==> src/rtl/picosoc_iomem_fabric.sv <==
// iomem fan-out fabric: decodes the CPU iomem request into NSLAVES power-of-two windows,
// registers request/response, and aborts stalled or unmapped accesses with a sticky irq.
module picosoc_iomem_fabric #(
  parameter int unsigned NSLAVES    = 4,
  parameter logic [31:0] BASE_ADDR  = 32'h0300_0000,
  parameter int unsigned SLOT_SHIFT = 16,
  parameter int unsigned TIMEOUT    = 255,
  parameter logic [31:0] ERR_RDATA  = 32'hFFFF_FFFF
) (
  input  logic                   clk,
  input  logic                   reset,
  input  logic                   m_valid,
  output logic                   m_ready,
  input  logic [3:0]             m_wstrb,
  input  logic [31:0]            m_addr,
  input  logic [31:0]            m_wdata,
  output logic [31:0]            m_rdata,
  output logic [NSLAVES-1:0]     s_valid,
  input  logic [NSLAVES-1:0]     s_ready,
  output logic [3:0]             s_wstrb,
  output logic [31:0]            s_addr,
  output logic [31:0]            s_wdata,
  input  logic [32*NSLAVES-1:0]  s_rdata,
  output logic                   irq_stall,
  input  logic                   irq_ack,
  output logic [31:0]            err_addr
);

  localparam int unsigned CW = (TIMEOUT > 0) ? $clog2(TIMEOUT + 1) : 1;
  localparam int unsigned SW = (NSLAVES > 1) ? $clog2(NSLAVES) : 1;

  typedef enum logic [1:0] {IDLE, ACCESS, RESP} state_t;

  state_t               state, state_n;
  logic [SW-1:0]        slot, slot_n;
  logic [CW-1:0]        cnt, cnt_n;
  logic                 m_ready_n;
  logic [31:0]          m_rdata_n;
  logic [NSLAVES-1:0]   s_valid_n;
  logic [31:0]          s_addr_n, s_wdata_n, err_addr_n;
  logic [3:0]           s_wstrb_n;
  logic                 irq_set;
  logic [31:0]          off, off_slot;
  logic                 mapped;
  logic [SW-1:0]        dec_slot;
  logic [31:0]          rdata_arr [NSLAVES];

  assign off      = m_addr - BASE_ADDR;
  assign off_slot = off >> SLOT_SHIFT;
  assign mapped   = (m_addr >= BASE_ADDR) && (off_slot < 32'(NSLAVES));
  assign dec_slot = SW'(off_slot);

  for (genvar i = 0; i < NSLAVES; i++) begin : g_rdata
    assign rdata_arr[i] = s_rdata[32*i +: 32];
  end

  always_comb begin
    state_n    = state;
    slot_n     = slot;
    cnt_n      = cnt;
    m_ready_n  = 1'b0;
    m_rdata_n  = m_rdata;
    s_valid_n  = s_valid;
    s_addr_n   = s_addr;
    s_wdata_n  = s_wdata;
    s_wstrb_n  = s_wstrb;
    err_addr_n = err_addr;
    irq_set    = 1'b0;
    case (state)
      IDLE: begin
        cnt_n = '0;
        if (m_valid) begin
          if (mapped) begin
            slot_n              = dec_slot;
            s_valid_n           = '0;
            s_valid_n[dec_slot] = 1'b1;
            s_addr_n            = m_addr;
            s_wdata_n           = m_wdata;
            s_wstrb_n           = m_wstrb;
            state_n             = ACCESS;
          end else begin
            m_rdata_n  = ERR_RDATA;
            err_addr_n = m_addr;
            irq_set    = 1'b1;
            m_ready_n  = 1'b1;
            state_n    = RESP;
          end
        end
      end
      ACCESS: begin
        // Saturating: the counter must never wrap back under the abort threshold.
        if (cnt != '1) cnt_n = cnt + 1'b1;
        if (s_ready[slot]) begin
          m_rdata_n = rdata_arr[slot];
          s_valid_n = '0;
          m_ready_n = 1'b1;
          state_n   = RESP;
        end else if (TIMEOUT != 0 && cnt == CW'(TIMEOUT - 1)) begin
          m_rdata_n  = ERR_RDATA;
          err_addr_n = s_addr;
          irq_set    = 1'b1;
          s_valid_n  = '0;
          m_ready_n  = 1'b1;
          state_n    = RESP;
        end
      end
      RESP: begin
        cnt_n   = '0;
        state_n = IDLE;
      end
      default: state_n = IDLE;
    endcase
  end

  always_ff @(posedge clk or posedge reset) begin
    if (reset) begin
      state     <= IDLE;
      slot      <= '0;
      cnt       <= '0;
      m_ready   <= 1'b0;
      m_rdata   <= '0;
      s_valid   <= '0;
      s_addr    <= '0;
      s_wdata   <= '0;
      s_wstrb   <= '0;
      irq_stall <= 1'b0;
      err_addr  <= '0;
    end else begin
      state     <= state_n;
      slot      <= slot_n;
      cnt       <= cnt_n;
      m_ready   <= m_ready_n;
      m_rdata   <= m_rdata_n;
      s_valid   <= s_valid_n;
      s_addr    <= s_addr_n;
      s_wdata   <= s_wdata_n;
      s_wstrb   <= s_wstrb_n;
      irq_stall <= irq_set | (irq_stall & ~irq_ack);
      err_addr  <= err_addr_n;
    end
  end

endmodule
==> config.mk <==
export PLATFORM = sky130hd
export DESIGN_NAME = picosoc_iomem_fabric
export DESIGN_NICKNAME = d
export VERILOG_FILES = /design/src/rtl/picosoc_iomem_fabric.sv
export SDC_FILE = /design/constraint.sdc
export NUM_CORES = 1
export LEC_CHECK = 0
export ABC_AREA = 1
export BUFFER_PORTS_ARGS = -buffer_cell sky130_fd_sc_hd__buf_2
export CORE_AREA = 2 2 148 121
export CTS_BUF_LIST = sky130_fd_sc_hd__clkbuf_4
export DETAILED_ROUTE_END_ITERATION = 6
export DIE_AREA = 0 0 150 123
export GPL_TIMING_DRIVEN = 0
export PLACE_DENSITY = 0.78
export SETUP_SLACK_MARGIN = 0.05
export SYNTH_ARGS = -nofsm -noshare
export SYNTH_HDL_FRONTEND = slang
export SYNTH_SLANG_ARGS = --single-unit
==> constraint.sdc <==
create_clock -name clk -period 4.13 [get_ports clk]
set_input_delay 0.2065 -clock clk [delete_from_list [all_inputs] [get_ports clk]]
set_output_delay 0.2065 -clock clk [all_outputs]
set_load 0.03 [all_outputs]
### Word level (Yosys, flattened, before mapping)

Index checks and enable logic that the tools add are counted.

| storage, ports and cells | value |
|---|---|
| input bits | 204 |
| output and inout bits | 138 |
| register bits after elaboration | 150 |
| word-level logic and storage cells | 82 |

| cells by class | value |
|---|---|
| muxes and demuxes | 36 |
| order comparisons | 6 |
| add/sub/neg operators | 2 |
| eq/ne operators | 11 |
| bitwise operators | 4 |
| reductions and logical operators | 12 |

Operators by type and width:

| operator | number |
|---|---|
| 32-bit two-way mux | 10 |
| 32-bit one-hot mux with 2 select lines | 2 |
| 32-bit binary-select mux with 2-bit select | 1 |
| 32-bit by 26-bit greater-or-equal comparator with 1-bit output (second input constant) | 1 |
| 32-bit by 26-bit subtractor with 32-bit output (second input constant) | 1 |
| 16-bit by 3-bit less-than comparator with 1-bit output (second input constant) | 1 |
| 4-bit two-way mux | 4 |
| 8-bit one-hot mux with 2 select lines | 1 |
| 2-bit inequality test (second input constant) | 6 |
| 8-bit by 1-bit adder with 8-bit output (second input constant) | 1 |
| 8-bit equality test (second input constant) | 1 |
| 2-bit two-way mux | 4 |
| 8-bit two-way mux | 1 |
| 8-bit inequality test (second input constant) | 1 |
| 4-bit one-hot mux with 2 select lines | 1 |
| 4-bit AND reduction | 2 |
| 1-bit two-way mux | 7 |
| 2-bit by 3-bit less-than comparator with 1-bit output (second input constant) | 2 |
| 5-bit AND reduction | 1 |
| 1-bit one-hot mux with 2 select lines | 2 |
| 2-bit one-hot mux with 2 select lines | 1 |
| 2-bit AND reduction | 2 |
| 2-bit nonzero test | 2 |
| 3-bit greater-or-equal comparator (second input constant) | 1 |
| 14 further kinds | 15 |

### Depth between registers and ports, before layout

Gate-level depths: netlist (run 1).

| depth | value |
|---|---|
| depth in word-level cells | 8 |
| gate-level depth with buffers | 10 |
| gate-level depth less buffers | 9 |

### Least setup slack after synthesis (run 1)

Ideal clock, no wire load.

| path | value |
|---|---|
| path kind | register to register |
| start point | register, netlist name s_addr[17] |
| end point | register m_rdata[19] |
| path buffers | 2 |
| path slack | 2.544 ns |
| data required time | 4.006 ns |
| setup time | 0.124 ns |
| arrival time | 1.461 ns |
| period minus slack after synthesis | 1.586 ns |
| cell stages (with the launch flop) | 11 |
| cell sequence | dfrtp_1 buf_2 inv_2 nand3_1 nand2_2 nand2_1 nand2_2 nand2_4 buf_6 nor2_2 nor2_1 |

RTL lines:

| element | RTL line | source |
|---|---|---|
| end signal, assigned | 133 | `m_rdata <= m_rdata_n;` |
| end, declared | 17 | `output logic [31:0] m_rdata,` |

==> results of run 1 <==
-- cell families after synthesis --
kind of cell / count (synthesis) / synth area share, %
fa+ha+maj: 2 / 0.342
flops: 148 / 50.6
compound gates: 94 / 7.69
simple gates: 600 / 34.0
xor+xnor: 3 / 0.359
buf+inv: 108 / 7.04
-- final timing paths --
| kind | endpoint | startpoint | slack (ps) |
|---|---|---|---|
| min in group asynchronous | m_rdata[11] | reset | 350 |
| setup reg to reg | m_rdata[20] | s_addr[17] | 1790 |
| hold reg to reg | s_valid[1] | s_valid[1] | 490 |
| max in group asynchronous | err_addr[0] | reset | 3070 |
| hold / removal | m_rdata[17] | s_rdata[17] | 30 |
| setup / recovery | m_rdata[20] | s_addr[17] | 1790 |
-- sequential cells by signal, indices dropped and copies added, names as in the netlist --
signal	count
cnt	8
err_addr	32
irq_stall	1
m_rdata	32
m_ready	1
s_addr	32
s_valid	4
s_wdata	32
s_wstrb	4
state	2
-- per-layer routing --
layer | vias up | GRT usage, % | wire [microns]
met5 | - | 0 | 0
met1 | 3918 | 37.7 | 11300
met3 | 78 | 8.23 | 2470
met4 | 0 | 11.1 | 837
li1 | 3929 | - | -
met2 | 466 | 46.4 | 12300
-- what timing repair did --
item                                    CTS  global route
endpoints found under the hold margin   128             0
endpoints found under the setup margin    0             0
hold buffers                             82             0
-- worst max-delay path, cell delays in order, from the launching register on --
cell	delay, ps
dfrtp_1	410
buf_2	190
inv_2	120
clkbuf_1	490
nand3_1	160
a211oi_1	260
dlygate4sd3_1	580
nor2_1	50
-- metrics by stage --
stage                     total power, mW  worst slack, ps  instance area (sq um)
after global placement               1.96             1050                   9320
after detailed placement             1.97             2220                   9380
after global routing                 3.06             1700                  10500
after CTS                            2.95             1840                  10500
after floorplan                      1.77             2060                   7330
final                                2.93             1790                  10500
-- where the power goes --
part	leakage (nW)	internal, mW	total [mW]	switching, mW
clock network	0.151	0.412	0.926	0.514
registers	1.68	1.49	1.52	0.0257
logic	3.70	0.210	0.490	0.280
-- final cells by class --
| class | count | area (sq um) | share of cell area, % |
|---|---|---|---|
| Buffer | 58 | 328 | 3.13 |
| Inverter | 50 | 191 | 1.83 |
| Clock buffer | 18 | 135 | 1.29 |
| Multi-Input combinational cell | 699 | 3110 | 29.6 |
| Timing Repair Buffer | 426 | 2590 | 24.7 |
| Sequential cell | 148 | 3700 | 35.4 |
| Antenna cell | 2 | 5.00 | 0.0478 |
| Clock inverter | 11 | 139 | 1.33 |
| Tap cell | 225 | 282 | 2.69 |
-- placed cells by master (no fill, tap or decap), drive strengths merged, types with 3 or more instances in the layout --
| cell | count |
|---|---|
| nand2 | 390 |
| a211oi | 32 |
| bufinv | 3 |
| buf | 386 |
| nand3 | 105 |
| clkinv | 7 |
| nor2 | 95 |
| dfrtp | 148 |
| inv | 49 |
| nand4 | 7 |
| o21ai | 56 |
| clkbuf | 34 |
| dlygate4sd3 | 82 |
==> flow_summary.toml, run 1 <==
[outcome]
status = "finished, final reports clean"

[floorplanning]
start_util_pct = 43.1
io_pins = 342
die_w_microns = 150
die_y_microns = 123
num_rows = 43
coreArea_sq_um = 17000
die_area_sq_um = 18500

[sta]
setup_viol = 0
skew_ps = 20.5
hold_slack_ps = 33.8
period_minus_slack_ps = 2340
max_slew_margin_pct = 43.1
fmax_mhz = 427
tightest_slew_ps = 851
rsz0062_at_grt = "false"
final.setup.tns_ps = 0
slew_viol_final = 0
hold_viol_final = 0
min_period_over_period_pct = 56.7

[placement]
port_buffers = 341
gp_congestion = 1.01
dp.final_hpwl_microns = 19200
dp.cells = 1524

[power_and_ir_drop]
leakage_nw = 5.53
ir_drop_v = 0.000247
power.density_nw_per_um2 = 280

[hold_path]
whs_path_depth = 5
hold_path_class = "in -> reg"

[clock_network]
cts_sinks = 148
cts_buffers = 17
cts_tree = "done"
worst_setup_hold_path_clk_slew_ps = 130
cts_buffer_depth = 2
clock_tree.root_cell = "clkbuf_4"
cts_resized = 0
htree_num_levels = 4
cts_setup_buffers = 0
clkLatencyLatePin_ps = 550

[synth]
yosysTopAreaCellShare_pct = 50.6
ys_ff_latch = 148
synth_largest_area_cell = "dfrtp_1"
synthFlopType = "dfrtp_1"
syn-num-nets = 1161
yosysWarnings = 0
yosysMostFrequentCell = "nand2_1"
synthTopCellsByCount = "nand2_1, dfrtp_1, nand3_1"
syn_inst = 955
avgSynthCellArea_sq_um = 7.67
synth_top_cells_by_area = "dfrtp_1, nand2_1, nand3_1"
syn-cell-area_sq_um = 7320
synth-edff-count = 0
synth_cell_types = 32
ys_seq_area_share_pct = 50.6
synthArstFlopShare_pct = 100

[flow_run]
maxCapViolCount = 0

[detailed_routing]
vias = 8391
dr.pass1.iters = 6
drt_iter0_markers = 509
drc = 0
vias_per_cell = 5.13
wl_per_cell_microns = 16.4
drtAntennaViolNets = 0
wirelength_microns = 26900

[setup_path]
end_kind = "flop"
cp.required_ps = 4600
rr_worst_depth = 7
arrival_ps = 2810
path_class = "reg -> reg"
start_kind = "flop"
critPathMaxFanout = 10

[global_routing]
grt_pass1_vias = 8235
grt_pass1_wl_microns = 41400
grt-ovfl-total = 0
antenna_found_initial = 2
grt_max_degree = 43
grt.total_usage_pct = 29.0

[layout]
layoutNonFillerInstCount = 1637
fillers = 1492
drive_above_1_share_pct = 31.0
final_net_count = 1606
utilization_pct = 61.6
area_delta_synth_final_pct = 43.0
Note: power is estimated with default switching activity, not from simulation.
==> run 2: changes to the inputs <==
==> constraint.sdc (replaced) <==
create_clock -name clk -period 2 [get_ports clk]
set_input_delay 0.1 -clock clk [delete_from_list [all_inputs] [get_ports clk]]
set_output_delay 0.1 -clock clk [all_outputs]
set_load 0.03 [all_outputs]
==> run 2 against run 1 <==
The run now ends with DRC left. Register-to-register slack worse by 1700 ps. Count of clock-buffer cells in the layout unchanged. Routed wire length grew 18%. Combinational power grew to 2.5 times the previous value. Clock skew is 0.70 ps higher. Largest cell class is now buffers. Largest power group unchanged.
==> flow_summary.toml, run 2 (synthesis gave the netlist of run 1 again) <==
[detailed_routing]
dr.pass1.iters = 7
drt_iter0_markers = 786
vias_per_cell = 5.39
wirelength_microns = 31800
drtAntennaViolNets = 0
drc = 2
vias = 9453
wl_per_cell_microns = 18.1

[floorplanning]
die_y_microns = 123
coreArea_sq_um = 17000
die_area_sq_um = 18500
io_pins = 342
die_w_microns = 150
num_rows = 43
start_util_pct = 43.1

[clock_network]
htree_num_levels = 4
worst_setup_hold_path_clk_slew_ps = 130
cts_buffers = 17
cts_buffer_depth = 2
clock_tree.root_cell = "clkbuf_4"
cts_sinks = 148
clkLatencyLatePin_ps = 550
cts_tree = "done"

[placement]
place_area_sq_um = 9380
dp.cells = 1524
dp.final_hpwl_microns = 19200
port_buffers = 341
gp_congestion = 1.01

[layout]
final_net_count = 1722
layoutNonFillerInstCount = 1755
most-common-layout-cells = "nand2_1, buf_2, dlygate4sd3_1, dfrtp_1, nand3_1"
finalInstanceArea_sq_um = 11700
final_common_cell = "nand2_1"
area_delta_synth_final_pct = 59.1
drive_above_1_share_pct = 29.2

[sta]
hold_viol_final = 0
skew_ps = 21.2
setup_viol = 0
min_period_over_period_pct = 95.8
rsz0062_at_grt = "false"
max_slew_margin_pct = 41.9
slew_viol_final = 0
fmax_mhz = 522
tightest_slew_ps = 870
hold_slack_ps = 119
period_minus_slack_ps = 1920

[setup_path]
path_class = "reg -> reg"
arrival_ps = 2360
rr_worst_depth = 5
start_kind = "flop"
cp.required_ps = 2450
end_kind = "flop"
critPathMaxFanout = 10

[global_routing]
grt_pass1_vias = 9664
antenna_found_initial = 3
grt_pass1_wl_microns = 49700
grt.total_usage_pct = 35.3
grt_max_degree = 43
grt-ovfl-total = 0

[flow_run]
maxCapViolCount = 0

[outcome]
status = "finished, violations left"
failed_checks = "DRC"

[power_and_ir_drop]
total_power_mw = 6.28
leakage_nw = 6.02
ir_drop_v = 0.000424
power.density_nw_per_um2 = 539

[hold_path]
hold_path_class = "in -> reg"
whs_path_depth = 5
[run 2: changes by cell type in the layout (fill, tap and decap cells not counted), sizes merged]
cell,previous run,this run
clkbuf,34,35
diode,2,4
dlygate4sd3,82,197
[run 2: through the flow]
step / util (%) / setup TNS, ps / setup WS, ps
after global placement: 54.8 / -142440 / -974
after detailed placement: 55.2 / 0 / 88.3
final: 68.5 / 0 / 84.0
after global routing: 68.5 / 0 / 37.6
after CTS: 68.4 / 0 / 71.0
after floorplan: - / 0 / 39.0
[run 2: final timing paths]
check                                  from     endpoint  slack, ps
worst max-delay path             s_addr[17]  m_rdata[19]         80
worst min-delay path            s_rdata[56]  m_rdata[24]        120
worst max register to register   s_addr[17]  m_rdata[19]         80
worst min register to register   s_valid[1]   s_valid[1]        490
max in group asynchronous             reset  err_addr[0]       1030
min in group asynchronous             reset  m_rdata[12]        250
[run 2: cell type report]
cell class	instances	area, sq um
Fill cell	1290	5350
Inverter	50	191
Clock buffer	18	135
Timing Repair Buffer	542	3750
Tap cell	225	282
Buffer	58	333
Sequential cell	148	3700
Clock inverter	11	139
Multi-Input combinational cell	699	3110
Antenna cell	4	10.0
[run 2: worst max-delay path: stages (launching register included)]
cell,delay (ps)
dfrtp_1,390
buf_2,220
clkbuf_1,540
nand3_1,260
a211oi_1,320
nor2_1,100
[run 2: repair_timing]
action	in CTS	in global routing
endpoints found under the setup margin	0	42
hold endpoints to repair	153	0
hold buffers	197	0
resized for setup	0	10
setup buffers	0	1
[run 2: per-layer routing]
metal	part of all wire, %	vias to the layer above	global-route usage [%]
met3	11	261	14.9
met1	37	4278	41.5
met4	7.6	0	24.4
met5	0	-	0
li1	-	4166	-
met2	45	748	52.7
[run 2: power by group]
part / internal, mW / total [mW] / switching (mW)
clock network: 0.850 / 1.92 / 1.07
registers: 3.08 / 3.14 / 0.0527
logic: 0.585 / 1.23 / 0.642
